$ cat config.mk
export PLATFORM = sky130hd
export DESIGN_NAME = code_lock_ctrl
export DESIGN_NICKNAME = d
export VERILOG_FILES = /design/src/rtl/code_lock_ctrl.sv
export SDC_FILE = /design/constraint.sdc
export NUM_CORES = 1
export LEC_CHECK = 0
export CAP_MARGIN = 20
export CORE_ASPECT_RATIO = 0.5
export CORE_MARGIN = 3
export CORE_UTILIZATION = 35
export CTS_BUF_LIST = sky130_fd_sc_hd__clkbuf_16
export CTS_CLUSTER_SIZE = 30
export DETAILED_ROUTE_END_ITERATION = 6
export PLACE_DENSITY = 0.61
export SYNTH_ARGS = -nofsm -noshare
export SYNTH_HDL_FRONTEND = slang
export SYNTH_SLANG_ARGS = --single-unit
$ cat constraint.sdc
create_clock -name clk -period 2.95 [get_ports clk]
set_input_delay 0.4425 -clock clk [delete_from_list [all_inputs] [get_ports clk]]
set_output_delay 0.4425 -clock clk [all_outputs]
set_load 0.03 [all_outputs]
$ cat src/rtl/code_lock_ctrl.sv
// code_lock_ctrl: sequential combination lock with fail counting, timed lockout
// and key re-programming while open.
module code_lock_ctrl #(
   parameter int DIGITS         = 4,
   parameter int MAX_FAILS      = 3,
   parameter int LOCKOUT_CYCLES = 16
) (
   input  logic       clk,
   input  logic       rst,
   input  logic [5:0] digit_in,
   input  logic       digit_valid,
   input  logic       entry_clr,
   input  logic       lock_cmd,
   input  logic       prog_en,
   output logic       unlocked,
   output logic       locked_out,
   output logic       fail,
   output logic       prog_done,
   output logic [2:0] digit_cnt
);
   localparam int TW = $clog2(LOCKOUT_CYCLES + 1);
   typedef enum logic [1:0] {LOCKED, OPEN, PROG, LOCKOUT} state_t;
   state_t state, state_n;
   logic [2:0] cnt_n;
   logic [3:0] fails, fails_n;
   logic [TW-1:0] timer, timer_n;
   logic mis, mis_n, fail_n, done_n, key_we, match, last;
   // Sized to the largest legal DIGITS so a 3-bit count always indexes in range.
   logic [5:0] key [8];
   assign match = &(digit_in ~^ key[digit_cnt]);
   assign last = digit_cnt == 3'(DIGITS - 1);
   assign unlocked = state == OPEN || state == PROG;
   assign locked_out = state == LOCKOUT;
   always_ff @(posedge clk) begin
      if (rst) begin
         state <= LOCKED;
         digit_cnt <= '0;
         fails <= '0;
         timer <= '0;
         mis <= 1'b0;
         fail <= 1'b0;
         prog_done <= 1'b0;
         for (int i = 0; i < 8; i++) key[i] <= '0;
      end else begin
         state <= state_n;
         digit_cnt <= cnt_n;
         fails <= fails_n;
         timer <= timer_n;
         mis <= mis_n;
         fail <= fail_n;
         prog_done <= done_n;
         if (key_we) key[digit_cnt] <= digit_in;
      end
   end
   always_comb begin
      state_n = state;
      cnt_n = digit_cnt;
      fails_n = fails;
      timer_n = timer;
      mis_n = mis;
      fail_n = 1'b0;
      done_n = 1'b0;
      key_we = 1'b0;
      case (state)
         LOCKED: begin
            if (entry_clr) begin
               cnt_n = '0;
               mis_n = 1'b0;
            end else if (digit_valid && !last) begin
               cnt_n = digit_cnt + 3'd1;
               mis_n = mis | ~match;
            end else if (digit_valid) begin
               cnt_n = '0;
               mis_n = 1'b0;
               if (!mis && match) begin
                  state_n = OPEN;
                  fails_n = '0;
               end else begin
                  fail_n = 1'b1;
                  fails_n = fails + 4'd1;
                  if (fails + 4'd1 == 4'(MAX_FAILS)) begin
                     state_n = LOCKOUT;
                     timer_n = TW'(LOCKOUT_CYCLES);
                  end
               end
            end
         end
         OPEN: begin
            state_n = lock_cmd ? LOCKED : prog_en ? PROG : OPEN;
            cnt_n = (lock_cmd || prog_en) ? 3'd0 : digit_cnt;
         end
         PROG: begin
            if (entry_clr) begin
               state_n = OPEN;
               cnt_n = '0;
            end else if (digit_valid) begin
               key_we = 1'b1;
               cnt_n = last ? 3'd0 : digit_cnt + 3'd1;
               done_n = last;
               state_n = last ? OPEN : PROG;
            end
         end
         LOCKOUT: begin
            // The cycle that leaves LOCKOUT is the last one counted, giving exactly LOCKOUT_CYCLES.
            timer_n = timer - TW'(1);
            if (timer == TW'(1)) begin
               state_n = LOCKED;
               fails_n = '0;
            end
         end
         default: state_n = LOCKED;
      endcase
   end
endmodule

* After elaboration in Yosys (flattened, before gate mapping)
Memories as Yosys holds them, arrays and structs flattened. A register that Yosys moved wholly into a read port is not among the register bits. Cells that the tools add are included.
Operators by class: $add $sub $neg 3, eq/ne operators 16, mux-type cells 49, bitwise gates (word level) 6, reductions and logical operators 19
Operators by type and width (number):
- $mux 3 | 10
- $mux 5 | 5
- $mux 2 | 11
- $mux 4 | 5
- $reduce_and 6->1 | 3
- $mux 1 | 13
- $ne 2x2->1 const B | 5
- $pmux 5 s2 | 1
- $pmux 3 s3 | 1
- $pmux 2 s4 | 1
- $pmux 4 s2 | 1
- $mux 6 | 1
- $ne 3x3->1 const B | 2
- $reduce_bool 3->1 | 2
- $reduce_or 6->1 | 1
- $xnor 6x6->6 | 1
- $eq 5x1->1 const B | 1
- $reduce_and 5->1 | 1
- $reduce_or 5->1 | 1
- $sub 5x1->5 const B | 1
- $add 4x1->4 const B | 1
- $eq 2x2->1 const B | 2
- $eq 4x2->1 const B | 1
- $ne 2x1->1 const B | 2
- 14 further kinds | 20
Storage, ports and cells: register bits after elaboration 17, bits in writable memories 48, logic and storage cells 101, memories 1
Memory list:
- key | words 8, width 6, read ports 1, clocked after Yosys merged registers in 1, write ports 8, RTL line 29 | logic [5:0] key [8];

* Logic depth before layout (Yosys ltp)
depth in word-level cells 8, depth in mapped cells 9, mapped depth without buffers 9

* Worst setup path before layout
No wires, ideal clock.
path kind reg2reg, start point reg digit_cnt[1], end point reg fails[2], setup time 0.070 ns, arrival time 2.348 ns, setup slack 0.532 ns, cell stages (with the launch flop) 9, path buffers 0, period minus slack after synthesis 2.418 ns, cell sequence dfxtp_1 -> ha_1 -> ha_1 -> and3b_1 -> nand2_1 -> a21bo_2 -> or3b_2 -> a211o_1 -> a21oi_1
On the way: word-level cells in the longest chain between the ends 5
Ends and longest elaborated chain:
- start: declaration | RTL line 19 | output logic [2:0] digit_cnt
- start signal: assignment | RTL line 46 | digit_cnt <= cnt_n;
- $eq 3x2->1 | RTL line 31 | assign last = digit_cnt == 3'(DIGITS - 1);
- net last | RTL line 27 | logic mis, mis_n, fail_n, done_n, key_we, match, last;
- $logic_not 1->1 | RTL line 69 | end else if (digit_valid && !last) begin
- $logic_and 1x1->1 | RTL line 69
- $ne 2x2->1 (no source line)
- $reduce_and 5->1 (no source line)
- end signal: assignment | RTL line 47 | fails <= fails_n;
- end: declaration | RTL line 25 | logic [3:0] fails, fails_n;
The timed path passes the listed nets, and every way through them passes these cells. A chain may end at the register's enable or synchronous reset.

==> results.txt <==
----------------------------------------------------
[Logic synthesis]
  Cell variety after synth ... 57
  Mean instance size in the synthesized netlist ... 11.9 sq um
  Mapped Area ... 3560 sq um
  Number of flip-flops and latches in the synthesized netlist ... 68
  Share of flip-flops with an asynchronous set or reset after synthesis ... 0%
  Sequential share of the synthesized area ... 51.7%
  Yosys synthesis warning count ... 0
  EDFF count, synth ... 48
  Cell count after synthesis ... 300
  Post-Synthesis Net Count ... 323
  Post-synth top flop ... edfxtp_1

[Finish]
  Number of diodes added for antenna fixing ... 0
  Post-route insts no fill ... 476
  Area added between synthesis and finish ... 19.3%
  Most used cells in the layout excluding fill and tap cells ... and2_1 (48), edfxtp_1 (48), mux2i_1 (22), dfxtp_1 (20), clkdlybuf4s50_1 (18)
  Final Net Count ... 359
  Sequential cell area ... 1840 sq um
  Share of post-route cells with drive strength above 1 ... 14.4%
  Filler cell count in the final layout ... 874
  Total area of multi-input combinational cells ... 1600 sq um

[Clock network]
  Clock tree root driver cell ... clkbuf_16
  TritonCTS clock tree ... built
  Latest clock arrival within the worst-skew pair ... 0.33 ns
  Reg clk slew, reported paths ... 0.05 ns
  Sinks on the clock net ... 68
  Number of clock buffers inserted by TritonCTS ... 9
  Clock Tree Buf Depth ... 2
  CTS-repair resized insts ... 0
  Number of buffers inserted by hold repair at cts ... 0
  Number of H-tree levels ... 3
  Postcts setup bufs ... 0

[STA]
  Clock period minus final worst setup slack ... 2.73 ns
  Final cycle utilization of the critical path ... 92.5%
  Final count of negative-setup-slack endpoints ... 0
  Clock skew ... 0.00493 ns
  Max Freq ... 366 MHz
  Actual transition at the worst max-transition pin ... 0.554 ns
  Headroom to the max-slew limit ... 62.8%
  Total Negative Setup Slacks ... 0 ns
  Hold Worst Slack ... 0.494 ns
  Setup repair after global routing missed its margin ... no
  Final Hold Viols ... 0
  Final count of pins violating max slew ... 0

[Drt]
  Vias per cell ... 5.02
  Via count of the routed design ... 2391
  Post-route DRC violation count ... 0
  Overall routed net length ... 7.70 mm
  Remaining number of nets flagged by the antenna check after routing ... 0
  Drt first pass iters ... 4
  DR iter-0 viols ... 210
  Drt wl/cell ... 16.2 um

[Placed design]
  # placed instances ... 460
  Count of input and output buffers ... 18
  RePlAce Congestion ... 0.805
  Dpl hpwl ... 5.64 mm

[Run status]
  Run status ... finished clean

[Global routing]
  Number of global-route vias before repair ... 2515
  Initial antenna violation count ... 0
  Overall global routing resource usage ... 14.7%
  Remaining global-route overflow ... 0
  Largest net degree at the start of global routing ... 21
  Global-route wire length before repair ... 12.9 mm

[Power]
  Pwr/cell area ... 571 nW/um^2
  IR Drop Worst-Case VDD ... 0.243 mV
  Standby leakage power ... 1.51 nW
  Total power draw ... 2.43 mW

[Setup path]
  Kind of critical path ... reg2reg
  Family with the most delay on the worst path ... multiplexers
  Data required, critical path ... 3.18 ns
  Endpoint type of the worst setup path ... flip-flop
  Crit. path cell count ... 8
  Crit path arrival time ... 2.96 ns
  Number of buffer and inverter instances along the worst setup path ... 1
  Reg2Reg Depth ... 8
  Type of origin of the critical path ... flip-flop
  Biggest cell delay along the critical path ... 0.53 ns
  Cell chain of the critical path ... buf_4 > mux4_2 > mux2i_1 > nor3b_2 > o211ai_2 > nor4_4 > o31ai_2 > o311ai_1
  Cell type of the slowest stage on the worst timing path ... mux4_2
  Crit-path max FO ... 16

[Floorplan]
  Core area ... 9670 sq um
  Die area ... 11500 sq um
  Die Wd ... 149 um
  Vertical die dimension ... 77.4 um
  I/O pin count ... 19
  # rows ... 25
  Effective utilization at floorplan ... 36.9%

[Run]
  Max-cap violations ... 0

[Min path]
  Cell depth of the worst hold path ... 2
  Hold Path Class ... reg2reg

----------------------------------------------------
==> routing by layer <==
layer	GRT usage [%]	part of all wire, %
met5	0	0
met4	4.61	1.1
met2	24.1	49
met3	5.13	4.6
met1	18.5	45
==> kinds of logic after synthesis <==
logic type      synth area share, %
flops                          51.7
buf+inv                        3.55
compound gates                 7.65
xor+xnor                       1.65
simple gates                   20.7
fa+ha+maj                      3.86
mux                            10.9
==> sequential cells by signal, indices dropped and copies added, names as in the netlist, named ones only <==
register	flops
digit_cnt	3
fail	1
fails	4
key	48
mis	1
prog_done	1
state	2
timer	5
==> synth_stat cells, drive strengths merged, types with 2 or more instances <==
| library cell | instances | area [sq um] |
|---|---|---|
| nand3 | 5 | 25.0 |
| dfxtp | 20 | 400 |
| a21oi | 10 | 50.1 |
| nor2b | 6 | 37.5 |
| nand2b | 5 | 31.3 |
| xor2 | 2 | 17.5 |
| a31oi | 2 | 12.5 |
| and3b | 2 | 17.5 |
| or3 | 3 | 18.8 |
| ha | 11 | 138 |
| nor3b | 4 | 35.0 |
| a2111oi | 2 | 18.8 |
| o211ai | 2 | 20.0 |
| and3 | 2 | 12.5 |
| mux4 | 7 | 158 |
| xnor2 | 3 | 41.3 |
| nand4 | 2 | 12.5 |
| o31ai | 2 | 20.0 |
| nor3 | 10 | 50.1 |
| inv | 12 | 45.0 |
| mux2i | 22 | 220 |
| nor2 | 12 | 45.0 |
| and2 | 48 | 300 |
| o21ai | 11 | 55.1 |
| or4 | 2 | 15.0 |
| or2 | 3 | 18.8 |
| nand2 | 13 | 48.8 |
| edfxtp | 48 | 1440 |
| clkbuf | 6 | 22.5 |
| nor4 | 3 | 33.8 |
| buf | 4 | 58.8 |
==> worst reg2reg max path, stage by stage, from the launching register on <==
cell and delay, ns:
dfxtp_1 0.30, buf_4 0.27, mux4_2 0.54, mux2i_1 0.18
nor3b_2 0.23, o211ai_2 0.16, nor4_4 0.45, o31ai_2 0.22
o311ai_1 0.28
==> metrics by stage <==
stage	setup WS, ns	cell area (sq um)	utilization [%]
2_1_floorplan	0.532	3560	-
3_3_place_gp	0.408	3960	41.0
3_5_place_dp	0.234	3960	41.0
5_1_grt	0.0710	4250	44.0
6_report	0.221	4250	44.0
4_1_cts	0.239	4250	44.0
==> final timing paths <==
kind             start       end  slack [ns]
max          flip-flop  timer[3]        0.22
min reg2reg   timer[1]  timer[1]        0.49
min           timer[1]  timer[1]        0.49
max reg2reg  flip-flop  timer[3]        0.22
==> power by group <==
part / internal, mW / leakage (nW) / switching (mW)
registers: 1.06 / 0.657 / 0.0244
logic: 0.136 / 0.707 / 0.173
clock network: 0.650 / 0.147 / 0.390
total: 1.84 / 1.51 / 0.587
==> cell type report <==
class	count	area share [%]
Tap cell	135	3.97
Clock buffer	9	5.29
Multi-Input combinational cell	210	37.5
Sequential cell	68	43.3
Timing Repair Buffer	35	7.24
Inverter	12	1.06
Clock inverter	7	1.62
Power figures use the tool's default switching activity.
==> RTL edit 1, RTL diff (config.mk and constraints unchanged) <==
`LOCKOUT_CYCLES`: 16 -> 64.
--- a/src/rtl/code_lock_ctrl.sv
+++ b/src/rtl/code_lock_ctrl.sv
@@ -3,7 +3,7 @@
 module code_lock_ctrl #(
    parameter int DIGITS         = 4,
    parameter int MAX_FAILS      = 3,
-   parameter int LOCKOUT_CYCLES = 16
+   parameter int LOCKOUT_CYCLES = 64
 ) (
    input  logic       clk,
    input  logic       rst,
Function: no difference found for any inputs over 10 cycles, from zero or initial values and one cycle with rst high; that may be too few to reach the edited logic, so the function may still have changed.
==> RTL edit 1 against the unedited design <==
  * Setup slack improved by 0.13 ns
  * Global-route usage is 0.097 points higher
  * Fmax increased by 5.0%
  * Sequential cell count grew 2
  * Wire length grew 10%
  * Hold slack worse by 0.0031 ns
  * Synthesized area grew 4.6%
  * Cell area increased by 3.4%
  * Non-clock buffer count decreased by 5
  * Highest routed layer unchanged
Power is not compared: it rests on default switching activity, and its combinational part moved more than twofold at a synthesized area within 25%.
==> RTL edit 1: results (changes against the unedited design) <==
Outcome
  – Outcome: complete, no violations (unchanged)

Cells and area
  – Share of cells above drive strength 1: 10.7% (was 14.4%)
  – # diodes: 0 (unchanged)
  – Final Net Count: 403 (was 359)
  – Non-filler cells, final: 519 (was 476)
  – Biggest regs: key x48, timer x7, fails x4 (was key x48, timer x5, fails x4)

Clock network
  – Cts repair resizes: 0 (unchanged)

Placed design
  – Dpl cells: 504 (was 460)
  – Final Wtd Congestion: 0.871 (was 0.805)
  – Dpl hpwl: 6230 um (was 5640 um)

Synth
  – Avg Inst Size Synth: 10.7 um^2 (was 11.9 um^2)
  – Seq/Total Area, Yosys: 50.5% (was 51.7%)
  – Library cells used by synthesis: 48 (was 57)
  – Syn Nets: 372 (was 323)
  – Top_reg_cell synth: edfxtp_1 (unchanged)
  – Synth top area cells: edfxtp_1 (39%), dfxtp_1 (12%), and2_1 (8.2%) (was edfxtp_1 (40%), dfxtp_1 (11%), and2_1 (8.4%))
  – Post-synth EDFFs: 48 (unchanged)
  – Top cells by count, synth: and2_1 (49), edfxtp_1 (48), nor2_1 (28) (was and2_1 (48), edfxtp_1 (48), mux2i_1 (22))

Setup path
  – Worst path slowest cell: dfxtp_1 (was mux4_2)
  – CP Max Fanout: 10 (was 16)
  – Internal reg-to-reg setup slack: 0.35 ns (was 0.22 ns)
  – Setup crit end kind: flop (unchanged)
  – R2R Path End: timer[6]$_SDFFE_PP0P_ (was timer[3]$_SDFFE_PP0P_)
  – Worst path arrival time: 2.83 ns (was 2.96 ns)
  – Worst path max stage delay: 0.44 ns (was 0.53 ns)

Worst hold path
  – Worst hold start: fails[3]$_SDFFE_PP0P_ (was timer[1]$_SDFFE_PP0P_)
  – Worst min path class: reg -> reg (unchanged)
  – Hold EP: fails[3]$_SDFFE_PP0P_ (was timer[1]$_SDFFE_PP0P_)

STA
  – Rel. slew slack: 55.3% (was 62.8%)
  – Clock Skew: 0.00495 ns (was 0.00493 ns)

Global routing
  – Pin count of the biggest net entering global routing: 26 (was 21)
  – First-pass GRT wire length: 14000 um (was 12900 um)
  – All-layer global routing usage: 14.8% (was 14.7%)

Routing
  – Initial drt markers: 143 (was 210)
  – Via count: 2709 (was 2391)
  – Wire length per cell: 16.4 um (was 16.2 um)

Power
  – VDD IR max: ~260 uV
==> RTL edit 1: power by group through the flow <==
stage | registers [mW] | logic, mW | clock network [mW]
floorplan | 1.10 | 0.0753 | 0
global placement | 1.10 | 0.129 | 0
detailed placement | 1.10 | 0.131 | 0
CTS | 1.08 | 0.132 | 1.07
global route | 1.08 | 0.142 | 1.12
finish | 1.08 | 0.131 | 1.06
==> RTL edit 1: cell type report <==
cell class,instances,area (um^2)
well taps,135,169
fillers,935,5490
multi-input cells,260,1740
clock buffers,9,225
repair buffers,30,283
inverters,9,33.8
flip-flops and latches,70,1880
clock inverters,6,62.6
==> RTL edit 1: kinds of logic (layout without fill, tap and decap cells) <==
kind of cell,after synthesis,in the layout,share of synthesized area [%]
AOI/OAI and AO/OA,59,59,10.8
xor gates and xnor gates,1,1,0.235
and+or+nand+nor,163,163,24.9
muxes,26,26,7.12
buffers and inverters,19,54,2.75
DFF,70,70,50.5
adders and majority gates,11,11,3.69
==> RTL edit 1: critical path: cells and delay by family, from the launching register on <==
family                 cells  cell delay (ns)
AOI/OAI and AO/OA          4             0.90
and+or+nand+nor            3             0.96
DFF                        1             0.44
buffers and inverters      1             0.19
==> RTL edit 1: layer usage <==
layer	GRT usage [%]	wire length [um]	share of wire, %
met5	0	0	0
met4	4.84	123	1.4
met3	4.46	428	5.0
met2	24.5	3970	47
met1	18.9	3980	47
==> RTL edit 1: stage by stage <==
stage	setup WS [ns]	power, mW	instance area, um^2	hold WS, ns
floorplan	0.761	1.17	3730	0.440
global placement	0.407	1.23	4110	0.468
detailed placement	0.377	1.23	4110	0.484
CTS	0.354	2.28	4400	0.491
global route	0.156	2.34	4400	0.516
finish	0.350	2.27	4400	0.491
==> RTL edit 2, RTL diff (same flow settings) <==
Without the edit above. Reset style: asynchronous (`rst`), changed in one clocked block.
--- a/src/rtl/code_lock_ctrl.sv
+++ b/src/rtl/code_lock_ctrl.sv
@@ -31,7 +31,7 @@
    assign last = digit_cnt == 3'(DIGITS - 1);
    assign unlocked = state == OPEN || state == PROG;
    assign locked_out = state == LOCKOUT;
-   always_ff @(posedge clk) begin
+   always_ff @(posedge clk or posedge rst) begin
       if (rst) begin
          state <= LOCKED;
          digit_cnt <= '0;
Function: differs if rst is asserted again (counterexample within 4 cycles, from zero or initial values and one cycle with rst high); with rst held inactive, the same outputs for 10 cycles.
==> RTL edit 2 against the unedited design <==
  * Synthesized area shrank 1.8%
  * Cell area shrank 2.8%
  * Sequential cell count shrank 3
  * Setup slack gained 0.18 ns
  * Wire length shrank 1.9%
  * Count of clock-buffer cells in the layout is the same
  * Synthesized cell count shrank 1.0%
  * First-iteration DRC count shrank 53%
  * Global-route usage shrank 0.38 points
  * Critical path type unchanged
Power is not compared: it rests on default switching activity, and its combinational part moved more than twofold at a synthesized area within 25%.
==> RTL edit 2: results (changes against the unedited design) <==
Cells and area
  – Fill cells: 887 (was 874)
  – # diodes: 0 (unchanged)
  – Final Net Count: 346 (was 359)
  – Share of cells above drive strength 1: 26.0% (was 14.4%)

Global routing
  – All-layer global routing usage: 14.4% (was 14.7%)
  – Pin count of the biggest net entering global routing: 66 (was 21)
  – First-pass GRT wire length: 12700 um (was 12900 um)

Synth
  – Synth top area cells: dfrtp_1 (46%), mux2_2 (17%), mux2i_1 (6.0%) (was edfxtp_1 (40%), dfxtp_1 (11%), and2_1 (8.4%))
  – Seq/Total Area, Yosys: 46.4% (was 51.7%)
  – Top cells by count, synth: dfrtp_1 (65), mux2_2 (53), mux2i_1 (21) (was and2_1 (48), edfxtp_1 (48), mux2i_1 (22))
  – Top_reg_cell synth: dfrtp_1 (was edfxtp_1)
  – Syn Nets: 321 (was 323)
  – Library cells used by synthesis: 46 (was 57)
  – Synth Warn #: 0 (unchanged)

Setup path
  – R2R depth: 8 (unchanged)
  – Worst path arrival time: 2.75 ns (was 2.96 ns)
  – Crit path capture: timer[3]$_DFFE_PP0P_ (was timer[3]$_SDFFE_PP0P_)
  – CP Max Fanout: 30 (was 16)
  – Internal reg-to-reg setup slack: 0.40 ns (was 0.22 ns)

Clock network
  – Clock Tree Buf Depth: 2 (unchanged)
  – Later-pin clock latency in the skew report: 0.33 ns (about the same)

Placed design
  – Final Wtd Congestion: 0.774 (was 0.805)
  – Dpl hpwl: 5280 um (was 5640 um)
  – Place WS: 0.412 ns (was 0.234 ns)

Outcome
  – Outcome: complete, no violations (unchanged)

Routing
  – Initial drt markers: 98 (was 210)
  – Detailed-route vias per instance: 5.06 (was 5.02)
  – Drt pass-1 iters: 4 (unchanged)
  – Wire length per cell: 16.4 um (was 16.2 um)

STA
  – Period utilization: 86.3% (was 92.5%)
  – Clock Skew: 0.00857 ns (was 0.00493 ns)

Worst hold path
  – Worst Hold Depth: 1 (was 2)
RTL edit 2: per-layer routing:
metal / wire length, um / vias to the layer above / global-route usage [%]
met5: 0 / - / 0
met4: 145 / 0 / 5.76
met3: 252 / 12 / 3.90
met2: 3510 / 42 / 23.0
met1: 3650 / 1167 / 18.6
li1: - / 1116 / -
RTL edit 2: stage by stage:
stage / cell area, um^2 / power, mW / std cells / utilization (%) / hold slack [ns]
floorplan: 3500 / 2.03 / 297 / - / 0.475
global placement: 3840 / 2.26 / 446 / 40.0 / 0.483
detailed placement: 3840 / 2.30 / 446 / 40.0 / 0.492
CTS: 4130 / 3.35 / 462 / 43.0 / 0.504
global route: 4130 / 3.52 / 462 / 43.0 / 0.509
finish: 4130 / 3.31 / 462 / 43.0 / 0.503
RTL edit 2: cell type report:
type	instances	area share [%]
clock buffers	9	5.45
clock inverters	7	1.54
inverters	14	1.27
multi-input cells	204	41.8
flip-flops and latches	65	39.3
well taps	135	4.09
repair buffers	28	6.48
RTL edit 2: worst min-delay path by stage:
stage,startpoint,end,slack [ns]
global route,key[10]$_DFFE_PP0P_,key[10]$_DFFE_PP0P_,0.51
CTS,key[7]$_DFFE_PP0P_,key[7]$_DFFE_PP0P_,0.50
floorplan,key[1]$_DFFE_PP0P_,key[1]$_DFFE_PP0P_,0.47
detailed placement,key[7]$_DFFE_PP0P_,key[7]$_DFFE_PP0P_,0.49
global placement,key[32]$_DFFE_PP0P_,key[32]$_DFFE_PP0P_,0.48
finish,key[21]$_DFFE_PP0P_,key[21]$_DFFE_PP0P_,0.50
RTL edit 2: logic make-up after synthesis:
group / count (synthesis) / share of synthesized area, %
AOI/OAI and AO/OA: 40 / 8.57
xor gates and xnor gates: 6 / 1.50
adders and majority gates: 12 / 4.29
buffers and inverters: 28 / 4.18
DFF: 65 / 46.4
muxes: 78 / 25.6
and+or+nand+nor: 68 / 9.40
RTL edit 2: worst max-delay path, cell delays in order (launching register included):
cell,delay [ns]
dfrtp_1,0.40
buf_12,0.19
mux2i_1,0.16
mux4_2,0.50
xor2_1,0.16
nand4_1,0.08
and4b_4,0.46
o21ai_1,0.17
a211o_1,0.30
RTL edit 2: power groups by stage:
stage | clock network (mW) | logic (mW) | registers, mW
finish | 1.03 | 1.11 | 1.18
global route | 1.10 | 1.22 | 1.20
CTS | 1.05 | 1.11 | 1.18
detailed placement | 0 | 1.10 | 1.20
global placement | 0 | 1.07 | 1.18
floorplan | 0 | 0.865 | 1.16
